==> src/rtl/imem_loader.sv <==
// imem_loader: assembles a little-endian byte stream into 32-bit words and writes them to the
// instruction RAM write port, holding the CPU in reset for the duration of the load.
// Optional feature: define IMEM_LOADER_CHKSUM_EN to add chk_i/sum_o and a word-sum check at DONE.
module imem_loader #(
  parameter int unsigned    AW   = 16,
  parameter logic [AW-1:0]  BASE = '0
) (
  input  logic          clk_i,
  input  logic          rst_i,
  input  logic          start_i,
  input  logic [AW:0]   len_i,
  input  logic [7:0]    byte_i,
  input  logic          byte_valid_i,
`ifdef IMEM_LOADER_CHKSUM_EN
  input  logic [31:0]   chk_i,
  output logic [31:0]   sum_o,
`endif
  output logic          byte_ready_o,
  output logic          we_o,
  output logic [AW-1:0] waddr_o,
  output logic [31:0]   wdata_o,
  output logic          busy_o,
  output logic          done_o,
  output logic          err_o,
  output logic          cpu_hold_o
);

  typedef enum logic [1:0] {StIdle, StCollect, StWrite, StDone} state_t;

  // Number of words in the memory; a load may end exactly at the top, never past it.
  localparam logic [AW+1:0] MemWords = {2'b01, {AW{1'b0}}};

  state_t        state_q;
  logic [1:0]    byte_cnt_q;
  logic [AW:0]   word_cnt_q;
  logic [AW:0]   len_q;
  logic [31:0]   asm_q;
  logic [AW-1:0] idx_q;

`ifdef IMEM_LOADER_CHKSUM_EN
  logic [31:0]   chk_q;
  logic [31:0]   sum_next;
  assign sum_next = sum_o + wdata_o;
`endif

  logic [AW+1:0] end_addr;
  logic          overflow;
  logic          handshake;
  logic [AW:0]   word_cnt_inc;

  assign end_addr     = {2'b00, BASE} + {1'b0, len_i};
  assign overflow     = end_addr > MemWords;
  assign handshake    = byte_valid_i & byte_ready_o;
  assign word_cnt_inc = word_cnt_q + 1'b1;

  // Load FSM; all outputs are registered and updated on the transition into each state.
  always_ff @(posedge clk_i or posedge rst_i) begin
    if (rst_i) begin
      state_q      <= StIdle;
      byte_cnt_q   <= '0;
      word_cnt_q   <= '0;
      len_q        <= '0;
      asm_q        <= '0;
      idx_q        <= '0;
      byte_ready_o <= 1'b0;
      we_o         <= 1'b0;
      waddr_o      <= '0;
      wdata_o      <= '0;
      busy_o       <= 1'b0;
      done_o       <= 1'b0;
      err_o        <= 1'b0;
      cpu_hold_o   <= 1'b0;
`ifdef IMEM_LOADER_CHKSUM_EN
      chk_q        <= '0;
      sum_o        <= '0;
`endif
    end else begin
      we_o   <= 1'b0;
      done_o <= 1'b0;
      unique case (state_q)
        StIdle: begin
          if (start_i) begin
            if (len_i == '0) begin
              state_q    <= StDone;
              done_o     <= 1'b1;
              busy_o     <= 1'b1;
              cpu_hold_o <= 1'b1;
              word_cnt_q <= '0;
`ifdef IMEM_LOADER_CHKSUM_EN
              // Empty program sums to zero.
              chk_q      <= chk_i;
              sum_o      <= '0;
              err_o      <= (chk_i != 32'd0);
`else
              err_o      <= 1'b0;
`endif
            end else if (overflow) begin
              err_o <= 1'b1;
            end else begin
              state_q      <= StCollect;
              len_q        <= len_i;
              idx_q        <= BASE;
              waddr_o      <= BASE;
              word_cnt_q   <= '0;
              byte_cnt_q   <= '0;
              asm_q        <= '0;
              err_o        <= 1'b0;
              byte_ready_o <= 1'b1;
              busy_o       <= 1'b1;
              cpu_hold_o   <= 1'b1;
`ifdef IMEM_LOADER_CHKSUM_EN
              chk_q        <= chk_i;
              sum_o        <= '0;
`endif
            end
          end
        end
        StCollect: begin
          if (handshake) begin
            unique case (byte_cnt_q)
              2'd0: asm_q[7:0]   <= byte_i;
              2'd1: asm_q[15:8]  <= byte_i;
              2'd2: asm_q[23:16] <= byte_i;
              2'd3: asm_q[31:24] <= byte_i;
              default: asm_q     <= asm_q;
            endcase
            byte_cnt_q <= byte_cnt_q + 2'd1;
            if (byte_cnt_q == 2'd3) begin
              // The fourth byte bypasses asm_q so the write happens on the very next cycle.
              state_q      <= StWrite;
              byte_ready_o <= 1'b0;
              we_o         <= 1'b1;
              wdata_o      <= {byte_i, asm_q[23:0]};
              waddr_o      <= idx_q;
            end
          end
        end
        StWrite: begin
          idx_q      <= idx_q + 1'b1;
          word_cnt_q <= word_cnt_inc;
`ifdef IMEM_LOADER_CHKSUM_EN
          sum_o      <= sum_next;
`endif
          if (word_cnt_inc == len_q) begin
            state_q <= StDone;
            done_o  <= 1'b1;
`ifdef IMEM_LOADER_CHKSUM_EN
            if (sum_next != chk_q) err_o <= 1'b1;
`endif
          end else begin
            state_q      <= StCollect;
            byte_cnt_q   <= '0;
            byte_ready_o <= 1'b1;
          end
        end
        StDone: begin
          state_q    <= StIdle;
          busy_o     <= 1'b0;
          cpu_hold_o <= 1'b0;
        end
        default: state_q <= StIdle;
      endcase
    end
  end

endmodule

==> config.mk <==
export PLATFORM = sky130hd
export DESIGN_NAME = imem_loader
export DESIGN_NICKNAME = d
export VERILOG_FILES = /design/src/rtl/imem_loader.sv
export SDC_FILE = /design/constraint.sdc
export NUM_CORES = 1
export LEC_CHECK = 0
export ABC_AREA = 1
export ABC_CLOCK_PERIOD_IN_PS = 4000
export BUFFER_PORTS_ARGS = -buffer_cell sky130_fd_sc_hd__buf_2
export CAP_MARGIN = 20
export CORE_MARGIN = 5
export CORE_UTILIZATION = 52
export DETAILED_ROUTE_END_ITERATION = 10
export HOLD_SLACK_MARGIN = 0.08
export PLACE_DENSITY = 0.76
export SYNTH_ARGS = -nofsm -noshare
export SYNTH_HDL_FRONTEND = slang
export SYNTH_SLANG_ARGS = --single-unit
==> constraint.sdc <==
create_clock -name clk_i -period 4 [get_ports clk_i]
set_input_delay 0.2 -clock clk_i [delete_from_list [all_inputs] [get_ports clk_i]]
set_output_delay 0.2 -clock clk_i [all_outputs]
set_load 0.005 [all_outputs]
==> summary.txt <==
Status: finished, final reports clean
Detailed Route Iter0 Violations: 344
Final core utilization: 64.4%
Via density: 5.33
Die H: 119 um
Vias: 5193
CTS tree: done
All-Layer GR Usage: 21.8%
Crit share post-route: 64.4%
Global-route wire length before repair: 25000 um
Hold-fix buffers, CTS: 21
Hold Path Class: input port to flip-flop
Die Wd: 119 um
Cts bufs inserted: 17
Worst Path Class, Setup: input port to flip-flop
Synth Cell Area: 6200 um2
Number of global-route vias before repair: 5330
Cell Pwr Density: 623 nW/um2
Drt wl/cell: 14.7 um
CP max FO: 10
Final-stage net count: 861
Slew HR: 60.2%
TritonRoute pass-1 iters: 5
Sw Pwr: 1650 uW
Hold Fails Final Rpt: 0
H-Tree Depth: 4
Core Region: 11600 um2
Area growth from synthesis to layout: 20.0%
Post-synth cell types: 41
Postcts setup bufs: 0
RSZ-0062 raised after global routing: no
CP Capture Type: flip-flop
YS warnings: 0
Core Rows: 39
Share of cells above drive strength 1: 18.0%
Setup WS post-layout: 1.42 ns
Worst EP required: 4.30 ns
Global route overflow: 0
Sequential power share: 40.4%
Int Power: 3000 uW
Die area: 14200 um2
# clock sinks: 131
FMAX: 388 MHz
Sw Ratio: 35.5%
Max-slew violations: 0
Routed wire length: 14400 um
Crit path time final: 2.58 ns
Synthesized net count: 754
Root Driver: clkbuf_16
Crit path DAT: 2.88 ns
Cell count after synthesis: 716
Post-DRT Antenna Nets: 0
PortBufs: 82
# DRC: 0
Initial antenna violation count: 0
Skew final: 0.00596 ns
Diodes inserted: 0
Largest net degree at the start of global routing: 82
Leak pwr: 0.00359 uW
Sequential share of the synthesized area: 52.8%
Tot Pwr: 4640 uW
Power share of the clock group: 29.2%
HPWL Detailed: 10100 um
Comb power frac: 30.5%
Worst-Margin Slew: 0.595 ns
# IOs: 83
Yosys reg bits: 131
Hold Slack: 0.0909 ns
Max-cap viol count: 0
Avg Inst Size Synth: 8.66 um2
# setup viols final: 0
Setup WS pre-CTS: 1.54 ns
CTS resizes: 0
Clk buf depth: 2
Clock slew at reported path FFs: 0.05 ns
Worst skew pair latency: 0.41 ns
Starting Density: 53.6%
Gpl congestion: 0.866
Peak supply drop: 350 uV
CP Launch Type: input port
Setup tns final: 0 ns
cell families after synthesis:
kind of cell / share of synthesized area (%)
and+or+nand+nor: 21.6
AOI/OAI and AO/OA: 12.2
buffers and inverters: 8.77
DFF: 52.8
adders and majority gates: 1.82
muxes: 1.45
xor gates and xnor gates: 1.29
final timing paths:
| kind | slack [ns] | endpoint | cells past startpoint | from |
|---|---|---|---|---|
| max | 1.42 | idx_q[15] | 12 | len_i[8] |
| min | 0.09 | wdata_o[25] | 3 | byte_i[1] |
| max reg2reg | 1.69 | byte_cnt_q[0] | 15 | word_cnt_q[0] |
| min reg2reg | 0.47 | wdata_o[22] | 2 | wdata_o[22] |
| max in group asynchronous | 2.76 | word_cnt_q[7] | 5 | rst_i |
| min in group asynchronous | 0.23 | done_o | 3 | rst_i |
Yosys cell counts, drive strengths merged:
cell type	count	area [um2]
a21oi	19	110
ha	9	113
or2	1	6.26
mux2	8	90.1
xnor2	1	8.76
xnor3	2	45.0
clkbuf	10	37.5
nor3	7	46.3
nor2	72	343
nand4	8	50.1
dfrtp	131	3280
nor4	6	50.0
nand2	157	604
a22o	1	8.76
and2	1	6.26
o21ai	87	447
a31oi	1	6.26
inv	114	428
nand3b	4	30.0
o21a	1	7.51
nand3	36	203
xor2	3	26.3
o22ai	26	163
buf	9	78.8
o21bai	1	7.51
o21ba	1	10.0
registers in the layout, indices dropped and copies added (netlist names), 2 cells and up:
signal      count
asm_q          24
wdata_o        32
waddr_o        16
idx_q          16
len_q          17
word_cnt_q     17
byte_cnt_q      2
state_q         2
area by class of cell:
type / count / area (um2)
clock inverters: 6 / 61.3
inverters: 114 / 430
clock buffers: 22 / 444
multi-input cells: 452 / 2380
repair buffers: 107 / 671
well taps: 143 / 179
flip-flops and latches: 131 / 3280
fillers: 935 / 4120
power by group through the flow:
| stage | Combinational (uW) | Clock [uW] | Sequential, uW |
|---|---|---|---|
| floorplan | 1110 | 0 | 1840 |
| detailed placement | 1390 | 0 | 1890 |
| CTS | 1420 | 1370 | 1870 |
| global placement | 1320 | 0 | 1880 |
| global route | 1630 | 1430 | 1920 |
| finish | 1420 | 1350 | 1870 |
routing by layer:
| metal | vias up | part of all wire [%] | global-route usage, % |
|---|---|---|---|
| met5 | - | 0 | 0 |
| met4 | 0 | 2.8 | 10.2 |
| met3 | 41 | 5.0 | 5.36 |
| met2 | 144 | 50 | 36.4 |
| met1 | 2483 | 42 | 26.7 |
| li1 | 2525 | - | - |
worst max-delay path: stages:
cell and delay [ns]:
dlygate4sd3_1 0.53, buf_2 0.13, nor4_1 0.35, nand4_1 0.27, ha_1 0.29, o21ai_2 0.18
nand3_4 0.16, nor4_2 0.33, nand2_1 0.09, nor2_1 0.12, xor2_1 0.16, nor2_1 0.06
per-stage QoR:
step                      cells  cell area [um2]
after floorplan             716             6200
after global placement      925             6700
after detailed placement    925             6700
after CTS                   974             7420
after global routing        975             7450
final                       975             7450
cells in the final DEF (no fill, tap or decap), types with 2 or more instances in the layout:
cell type,n
mux2_2,8
xnor3_1,2
clkbuf_1,5
nor3_1,6
o21ai_0,81
nand3b_1,4
clkbuf_16,17
nor2_4,9
clkinv_2,3
nand2_1,152
inv_1,110
xor2_1,3
dlygate4sd3_1,21
nand4_1,8
o22ai_1,26
nor4_1,4
ha_1,9
nor2_2,2
buf_4,3
nor2_1,61
nand3_2,2
dfrtp_1,131
nand2_2,4
buf_2,82
o21ai_2,3
nand3_1,33
a21oi_1,17
inv_2,3
o21ai_1,3
nor4_2,2
(Power assumes the default switching activity.)
